$ cat src/rtl/dco_param_if.sv
// Control and observation bundle of the parametrised ADPLL DCO.
// The master drives the loop controls; the slave (the DCO) drives the oscillator outputs.
interface dco_param_if #(
    parameter int W  = 8,
    parameter int CW = 6,
    parameter int KW = 4
);
    logic          en;
    logic          hold;
    logic [KW-1:0] kdco;
    logic          ctrl_sign;
    logic [CW-1:0] ctrl;
    logic [W-1:0]  dco_offset;
    logic [W-1:0]  thresh_val;
    logic          dco_clk;
    logic          dco_edge;
    logic          dco_div;
    logic [W-1:0]  thr_out;
    logic          sat_hi;
    logic          sat_lo;

    modport master (
        output en, hold, kdco, ctrl_sign, ctrl, dco_offset, thresh_val,
        input  dco_clk, dco_edge, dco_div, thr_out, sat_hi, sat_lo
    );

    modport slave (
        input  en, hold, kdco, ctrl_sign, ctrl, dco_offset, thresh_val,
        output dco_clk, dco_edge, dco_div, thr_out, sat_hi, sat_lo
    );
endinterface

$ cat src/rtl/dco_param.sv
// Counter-based DCO: a counter runs from dco_offset up to the active threshold,
// then dco_clk toggles and a new clamped threshold is latched at that boundary.
module dco_param #(
    parameter int W        = 8,
    parameter int CW       = 6,
    parameter int KW       = 4,
    parameter int FRAC     = 1,
    parameter int DIV_LOG2 = 2
) (
    input  logic      clk,
    input  logic      reset,
    dco_param_if.slave bus
);
    localparam int PW = CW + KW;
    localparam int SW = ((W > PW) ? W : PW) + 2;
    localparam logic signed [SW-1:0] SAT_MAX = SW'({W{1'b1}});

    logic [PW-1:0]         w_prod;
    logic [PW-1:0]         w_phase;
    logic signed [SW-1:0]  w_sum;
    logic [W-1:0]          w_target;
    logic                  w_hi;
    logic                  w_lo;
    logic                  w_toggle;
    logic [DIV_LOG2-1:0]   w_div_next;

    logic [W-1:0]          r_cnt;
    logic [W-1:0]          r_thr;
    logic                  r_clk;
    logic                  r_edge;
    logic                  r_sat_hi;
    logic                  r_sat_lo;
    logic [DIV_LOG2-1:0]   r_div_cnt;
    logic                  r_div;

    // Target threshold: full-precision signed sum, clamped into the W-bit range.
    always_comb begin
        w_prod  = PW'(bus.ctrl) * PW'(bus.kdco);
        w_phase = w_prod >> FRAC;
        w_sum   = $signed(SW'(bus.thresh_val)) + $signed(SW'(bus.dco_offset));
        if (bus.ctrl_sign) begin
            w_sum = w_sum - $signed(SW'(w_phase));
        end else begin
            w_sum = w_sum + $signed(SW'(w_phase));
        end
        w_target = w_sum[W-1:0];
        w_hi     = 1'b0;
        w_lo     = 1'b0;
        if (w_sum[SW-1]) begin
            w_target = {W{1'b0}};
            w_lo     = 1'b1;
        end else if (w_sum > SAT_MAX) begin
            w_target = {W{1'b1}};
            w_hi     = 1'b1;
        end else begin
            w_target = w_sum[W-1:0];
        end
        w_toggle   = bus.en & (r_cnt >= r_thr);
        w_div_next = r_div_cnt + DIV_LOG2'(1'b1);
    end

    // Oscillator state: the threshold only changes on a toggle, so a half period in progress is never disturbed.
    always_ff @(posedge clk or posedge reset) begin
        if (reset) begin
            r_cnt     <= {W{1'b0}};
            r_thr     <= {W{1'b0}};
            r_clk     <= 1'b0;
            r_edge    <= 1'b0;
            r_sat_hi  <= 1'b0;
            r_sat_lo  <= 1'b0;
            r_div_cnt <= {DIV_LOG2{1'b0}};
            r_div     <= 1'b0;
        end else if (bus.en) begin
            if (w_toggle) begin
                r_clk  <= ~r_clk;
                r_edge <= 1'b1;
                r_cnt  <= bus.dco_offset;
                if (!bus.hold) begin
                    r_thr    <= w_target;
                    r_sat_hi <= w_hi;
                    r_sat_lo <= w_lo;
                end
                // Divider advances on dco_clk rising edges so dco_div rises with dco_clk.
                if (!r_clk) begin
                    r_div_cnt <= w_div_next;
                    r_div     <= w_div_next[DIV_LOG2-1];
                end
            end else begin
                r_cnt  <= r_cnt + W'(1'b1);
                r_edge <= 1'b0;
            end
        end else begin
            r_edge <= 1'b0;
        end
    end

    assign bus.dco_clk  = r_clk;
    assign bus.dco_edge = r_edge;
    assign bus.dco_div  = r_div;
    assign bus.thr_out  = r_thr;
    assign bus.sat_hi   = r_sat_hi;
    assign bus.sat_lo   = r_sat_lo;
endmodule

$ cat src/flat_wrapper.sv
// flat-port wrapper written by rule: the top's interface ports become plain ports
module dco_param_flat 
#(
    parameter int W        = 8,
    parameter int CW       = 6,
    parameter int KW       = 4,
    parameter int FRAC     = 1,
    parameter int DIV_LOG2 = 2
)
  (clk, reset, bus_en, bus_hold, bus_kdco, bus_ctrl_sign, bus_ctrl, bus_dco_offset, bus_thresh_val, bus_dco_clk, bus_dco_edge, bus_dco_div, bus_thr_out, bus_sat_hi, bus_sat_lo);
  dco_param_if #(.W(W), .CW(CW), .KW(KW)) bus_i ();
  input  logic clk;
  input  logic reset;
  input wire logic [$bits(bus_i.en)-1:0] bus_en;
  input wire logic [$bits(bus_i.hold)-1:0] bus_hold;
  input wire logic [$bits(bus_i.kdco)-1:0] bus_kdco;
  input wire logic [$bits(bus_i.ctrl_sign)-1:0] bus_ctrl_sign;
  input wire logic [$bits(bus_i.ctrl)-1:0] bus_ctrl;
  input wire logic [$bits(bus_i.dco_offset)-1:0] bus_dco_offset;
  input wire logic [$bits(bus_i.thresh_val)-1:0] bus_thresh_val;
  output wire logic [$bits(bus_i.dco_clk)-1:0] bus_dco_clk;
  output wire logic [$bits(bus_i.dco_edge)-1:0] bus_dco_edge;
  output wire logic [$bits(bus_i.dco_div)-1:0] bus_dco_div;
  output wire logic [$bits(bus_i.thr_out)-1:0] bus_thr_out;
  output wire logic [$bits(bus_i.sat_hi)-1:0] bus_sat_hi;
  output wire logic [$bits(bus_i.sat_lo)-1:0] bus_sat_lo;
  assign bus_i.en = bus_en;
  assign bus_i.hold = bus_hold;
  assign bus_i.kdco = bus_kdco;
  assign bus_i.ctrl_sign = bus_ctrl_sign;
  assign bus_i.ctrl = bus_ctrl;
  assign bus_i.dco_offset = bus_dco_offset;
  assign bus_i.thresh_val = bus_thresh_val;
  assign bus_dco_clk = bus_i.dco_clk;
  assign bus_dco_edge = bus_i.dco_edge;
  assign bus_dco_div = bus_i.dco_div;
  assign bus_thr_out = bus_i.thr_out;
  assign bus_sat_hi = bus_i.sat_hi;
  assign bus_sat_lo = bus_i.sat_lo;
  dco_param #(.W(W), .CW(CW), .KW(KW), .FRAC(FRAC), .DIV_LOG2(DIV_LOG2)) u_core (.clk(clk), .reset(reset), .bus(bus_i));
endmodule
$ cat config.mk
export PLATFORM = sky130hd
export DESIGN_NAME = dco_param_flat
export DESIGN_NICKNAME = d
export VERILOG_FILES = /design/src/rtl/dco_param_if.sv /design/src/rtl/dco_param.sv /design/src/flat_wrapper.sv
export SDC_FILE = /design/constraint.sdc
export NUM_CORES = 1
export LEC_CHECK = 0
export ABC_AREA = 1
export BUFFER_PORTS_ARGS = -buffer_cell sky130_fd_sc_hd__buf_4
export CAP_MARGIN = 20
export CORE_MARGIN = 4
export CORE_UTILIZATION = 45
export DETAILED_ROUTE_END_ITERATION = 6
export GPL_TIMING_DRIVEN = 0
export PLACE_DENSITY = 0.68
export SLEW_MARGIN = 20
export SYNTH_ARGS = -nofsm -noshare
export SYNTH_HDL_FRONTEND = slang
export SYNTH_SLANG_ARGS = --single-unit
export TNS_END_PERCENT = 20
$ cat constraint.sdc
create_clock -name clk -period 4.4 [get_ports clk]
set_clock_uncertainty 0.05 [all_clocks]
set_input_delay 0.22 -clock clk [delete_from_list [all_inputs] [get_ports clk]]
set_output_delay 0.22 -clock clk [all_outputs]
set_load 0.01 [all_outputs]
* Word-level counts from Yosys, hierarchy flattened
Cells that the tools add are included.
** Storage, ports and cells
- Register bits after elaboration :: 23
- Output and inout port bits :: 13
** Operators by class
- Reduce and logical (&&, ||, !) cells :: 3
- Multiplexer cells :: 9
- $mul :: 1
- $add $sub $neg :: 5
- Bitwise logic cells :: 3
- Magnitude comparators :: 2
** Operators by type and width (number)
- two-way mux 8 bit :: 3
- adder 12 x 10 -> 12 bit :: 1
- greater-than comparator 12 x 9 -> 1 bit, second input constant :: 1
- two-way mux 12 bit :: 1
- subtractor 12 x 10 -> 12 bit :: 1
- multiplier 6 x 4 -> 10 bit :: 1
- adder 8 x 8 -> 9 bit :: 1
- adder 8 x 1 -> 8 bit, second input constant :: 1
- >= comparator 8 bit :: 1
- AND reduction 3 bit :: 2
- two-way mux 1 bit :: 5
- adder 2 x 1 -> 2 bit, second input constant :: 1
- NOT 1 bit :: 2
- AND reduction 2 bit :: 1
- AND 1 bit :: 1

* Depth between registers and ports, before layout
- Depth in word-level cells :: 6
- Gate-level depth with buffers :: 28

* Worst setup path before layout
Ideal clock, no wire load.
- Path type :: in2reg
- Start point :: in bus_ctrl[0]
- End point :: reg u_core.r_thr[0], in the netlist u_core.bus.thr_out[0]
- Arrival :: 3.804 ns
- Stages on the path :: 25
- Path buffers :: 1
- Slack :: 0.430 ns
- Cell sequence :: nand2_1 -> fa_1 -> fa_1 -> inv_1 -> fa_1 -> nand2_1 -> nand2_1 -> a21oi_1 -> nor2_1 -> nor2_1 -> o21bai_1 -> xor2_1 -> inv_1 -> ha_1 -> buf_4 -> inv_2 -> nand2_1 -> nor2_1 -> nand4_1 -> nand3_1 -> nand2_1 -> o21ai_4 -> nand3_1 -> nand2_1 -> nand2_1
** Between the ends
- Cells in the longest elaborated chain, start to end :: 6
- Elaborated cells on any way between the ends :: 7
- Classes of those cells :: add/sub (2); mul (1); order compare (1); mux (3)
** Ends and longest elaborated chain
- start, declared :: RTL line flat_wrapper.sv:18 : input wire logic [$bits(bus_i.ctrl)-1:0] bus_ctrl;
- multiplier 6 x 4 -> 10 bit (*) :: RTL line dco_param.sv:38 : w_prod = PW'(bus.ctrl) * PW'(bus.kdco);
- adder 12 x 10 -> 12 bit or subtractor 12 x 10 -> 12 bit (tied branches) :: RTL line dco_param.sv:44, dco_param.sv:42
- two-way mux 12 bit (*) :: RTL line dco_param.sv:41 : if (bus.ctrl_sign) begin
- greater-than comparator 12 x 9 -> 1 bit :: RTL line dco_param.sv:52 : end else if (w_sum > SAT_MAX) begin
- two-way mux 8 bit :: RTL line dco_param.sv:52
- two-way mux 8 bit (*) :: RTL line dco_param.sv:49 : if (w_sum[SW-1]) begin
- end signal, assigned :: RTL line dco_param.sv:66 : r_thr <= {W{1'b0}};
- end signal, assigned :: RTL line dco_param.sv:79 : r_thr <= w_target;
- end, declared :: RTL line dco_param.sv:28 : logic [W-1:0] r_thr;
Every way passes the cells marked *; elsewhere a longest branch is shown, timed or not.
A chain may end at the register's enable or synchronous reset.

* Worst setup path after layout
- Start point :: in bus_kdco[1]
- End point :: reg u_core.r_thr[2], in the netlist u_core.bus.thr_out[2]
** Between the ends
- Cells in the longest elaborated chain, start to end :: 6
- Elaborated cells on any way between the ends :: 7
- Classes of those cells :: add/sub (2); mul (1); order compare (1); mux (3)
** Ends and longest elaborated chain
- start, declared :: RTL line flat_wrapper.sv:16 : input wire logic [$bits(bus_i.kdco)-1:0] bus_kdco;
- multiplier 6 x 4 -> 10 bit (*) :: RTL line dco_param.sv:38
- adder 12 x 10 -> 12 bit or subtractor 12 x 10 -> 12 bit (tied branches) :: RTL line dco_param.sv:44, dco_param.sv:42
- two-way mux 12 bit (*) :: RTL line dco_param.sv:41
- greater-than comparator 12 x 9 -> 1 bit :: RTL line dco_param.sv:52
- two-way mux 8 bit :: RTL line dco_param.sv:52
- two-way mux 8 bit (*) :: RTL line dco_param.sv:49
Marked as above.

==> metrics.md <==
| Metric | Value |
|---|---|
| Vias per cell | 4.885 |
| Fin. max-slew vios | 0 |
| Sequential share of power | 0.185 |
| Longest Clk Path Bufs | 2 |
| Synth Register Bits | 22 |
| Worst-path maximum fanout | 8 |
| Worst EP arrival | 4190 ps |
| Clk sink count | 22 |
| Die H | 94.32 um |
| Run status | finished, final reports clean |
| Final nets | 653 |
| Clock slew at reported path FFs | 80 ps |
| Cts bufs inserted | 3 |
| Clock tree from TritonCTS | done |
| Sw Pwr | 1.139 mW |
| First-pass GRT wire length | 13480 um |
| Initial DRC count | 195 |
| Core Region | 0.007253 mm^2 |
| Vias | 3219 |
| Clk network pwr share | 0.086 |
| Antenna violations before repair | 0 |
| Maximum clock frequency | 0.2455 GHz |
| Setup Viol. Count Final | 0 |
| Worst Setup Slack, final | 327.4 ps |
| Crit share post-route | 0.9256 |
| H-tree depth | 1 |
| Rows | 31 |
| Worst-margin pin slew | 875.2 ps |
| Peak supply drop | 0.0001923 V |
| Worst-Skew Late Latency | 260 ps |
| Setup slack, reg-to-reg | 2330 ps |
| Max_cap viols | 0 |
| Reg-to-reg endpoint | u_core.bus.thr_out[5]$_DFFE_PP0P_ |
| Hold Crit Class | in2async |
| Root Driver | clkbuf_8 |
| Initial Util | 0.4623 |
| Total grt overflow | 0 |
| TritonRoute pass-1 iters | 5 |
| Post-synth EDFFs | 0 |
| Top cells by area, synth | ha_1, nand2_1, dfrtp_1 |
| Reg2reg path depth | 12 |
| Post-synth cell types | 35 |
| WP data required | 4510 ps |
| Area Overhead vs Synth | 18.62% |
| GPL Wtd Cong | 0.8620 |
| Power Total | 2.200 mW |
| Top FF cell, synth | dfrtp_1 |
| Post-DP HPWL | 6594 um |
| Sw frac | 0.5178 |
| Synthesized Nets | 603 |
| Tmin final | 4073 ps |
| Slew headroom | 0.4159 |
| Pwr dens | 553.1 mW/mm^2 |
| Int Power | 1.061 mW |
| Ys async rst share | 1.000 |
| WS Path Type | in2reg |
| Gate Count Post-Synth | 511 |
| CP Launch Type | input pin |
| Comb pwr share | 0.729 |
| R2r startpoint | u_core.bus.thr_out[7]$_DFFE_PP0P_ |
| Routed len/inst | 12.05 um |
| DRC viols | 0 |
| Die area | 0.008896 mm^2 |
| Dpl ws | -179.6 ps |
| Yosys Warn Count | 0 |
| Worst Hold Margin | 88.51 ps |
| TNS Setup | 0 ps |
| Synth Area per Inst | 6.562 um^2 |
| Ant diodes | 0 |
| Buffers on Ports | 42 |
| Crit. End Element | register |
| Fin. Hold Viols | 0 |
| Commonest cells post-synth | nand2_1, inv_1, ha_1 |
| Mapped cell area | 0.003353 mm^2 |
| Post-route ant nets | 0 |
| Seq/Total Area, Yosys | 0.1642 |
| Count leader, synth | nand2_1 |
| Drt total wl | 7939 um |
| Largest net degree at the start of global routing | 23 |
| Share of Yosys cell area claimed by the top area cell type | 0.1866 |
| Overall die width | 94.32 um |
| Layout cells sized above 1 | 0.1607 |
| Gr usage total | 0.1834 |
| Vias in the first global route | 3083 |
| Leak | 2.352 nW |
| Ports | 44 |
| Largest area contributor in the netlist | ha_1 |
[worst max-delay path, stage by stage]
cell and delay (ps):
buf_4 120, nand2_2 70, fa_1 510, fa_1 550, inv_1 60, fa_2 350, nand2_1 70, nand2_1 60
a21oi_2 170, nor2_1 60, nor2_1 90, o21bai_1 80, xor2_1 200, inv_1 60, ha_1 280, buf_6 150
inv_4 80, nand2_1 80, nor2_2 100, nand4_1 110, nand3_2 100, nand2_2 90, o21ai_4 280, nand3_2 90
nand2_1 80, nand2_1 50
[placed cells by master (no fill, tap or decap), types with 2 or more instances in the layout]
master / n
xnor2_1: 7
nand3_1: 24
nand3b_1: 2
nand2_2: 6
nor2_1: 21
nand3_2: 7
nand2_1: 155
a21oi_1: 21
nor2_4: 3
nand4_1: 5
nor2_2: 5
o21bai_1: 6
inv_2: 5
xor2_1: 16
ha_1: 48
clkbuf_8: 3
buf_2: 3
clkbuf_1: 2
a21oi_2: 3
buf_4: 46
o211ai_1: 2
ha_4: 2
o22ai_1: 6
fa_1: 10
o21ai_0: 9
inv_1: 106
dfrtp_1: 22
[how the worst max path moves through the flow]
stage	depth (start not counted)	startpoint	slack, ps	end
after floorplan	25	bus_ctrl[0]	430	u_core.bus.thr_out[0]$_DFFE_PP0P_
after global placement	25	bus_kdco[3]	-40	u_core.bus.thr_out[2]$_DFFE_PP0P_
after detailed placement	25	bus_kdco[3]	-180	u_core.bus.thr_out[0]$_DFFE_PP0P_
after CTS	25	bus_kdco[3]	110	u_core.bus.thr_out[0]$_DFFE_PP0P_
after global routing	29	bus_kdco[3]	-5	u_core.bus.thr_out[5]$_DFFE_PP0P_
final	26	bus_kdco[1]	330	u_core.bus.thr_out[2]$_DFFE_PP0P_
[flip-flops by register name (all words and copies together), names as in the netlist]
signal,count
u_core.bus.sat_hi,1
u_core.bus.dco_clk,1
u_core.bus.dco_div,1
u_core.r_cnt,8
u_core.bus.dco_edge,1
u_core.r_div_cnt,1
u_core.bus.sat_lo,1
u_core.bus.thr_out,8
[per-layer routing]
metal / track usage / vias to the layer above / wire, um
li1: - / 1669 / -
met1: 0.2595 / 1474 / 3769
met2: 0.3067 / 70 / 3756
met3: 0.02965 / 6 / 367
met4: 0.01444 / 0 / 46
met5: 0 / - / 0
[cell families (layout without fill, tap and decap cells)]
family / after synthesis / count (layout) / synth area share
buffers and inverters: 122 / 170 / 0.1410
flip-flops: 22 / 22 / 0.1642
AND/OR/NAND/NOR: 232 / 232 / 0.2907
AO/OA/AOI/OAI: 51 / 52 / 0.09179
adder cells (fa/ha/maj): 61 / 61 / 0.2522
XOR/XNOR: 23 / 23 / 0.06007
[power by group through the flow]
| stage | clock network [mW] | logic [mW] | registers (mW) |
|---|---|---|---|
| 2_1_floorplan | 0 | 1.12 | 0.408 |
| 3_3_place_gp | 0 | 1.49 | 0.405 |
| 3_5_place_dp | 0 | 1.52 | 0.409 |
| 4_1_cts | 0.193 | 1.53 | 0.405 |
| 5_1_grt | 0.201 | 1.84 | 0.420 |
| 6_report | 0.189 | 1.60 | 0.406 |
[layout make-up]
cell class                      instances  area, um^2
Buffer                                  9       52.55
Clock buffer                            3       41.29
Clock inverter                          1       30.03
Fill cell                             735        3276
Inverter                              113       426.7
Multi-Input combinational cell        368        2422
Sequential cell                        22       550.5
Tap cell                               99       123.9
Timing Repair Buffer                   44       330.3
[metrics by stage]
stage,utilization,instance area [um^2],instances
2_1_floorplan,-,3353,511
3_3_place_gp,0.5229,3792,652
3_5_place_dp,0.5229,3792,652
4_1_cts,0.5327,3864,656
5_1_grt,0.5484,3978,659
6_report,0.5484,3978,659
[timing repair]
item / 4_1_cts / 5_1_grt
setup endpoints to repair: 0 / 9
buffers inserted: 0 / 2
resized for setup: 0 / 21
hold buffers: 0 / 0
Power figures use the tool's default switching activity.
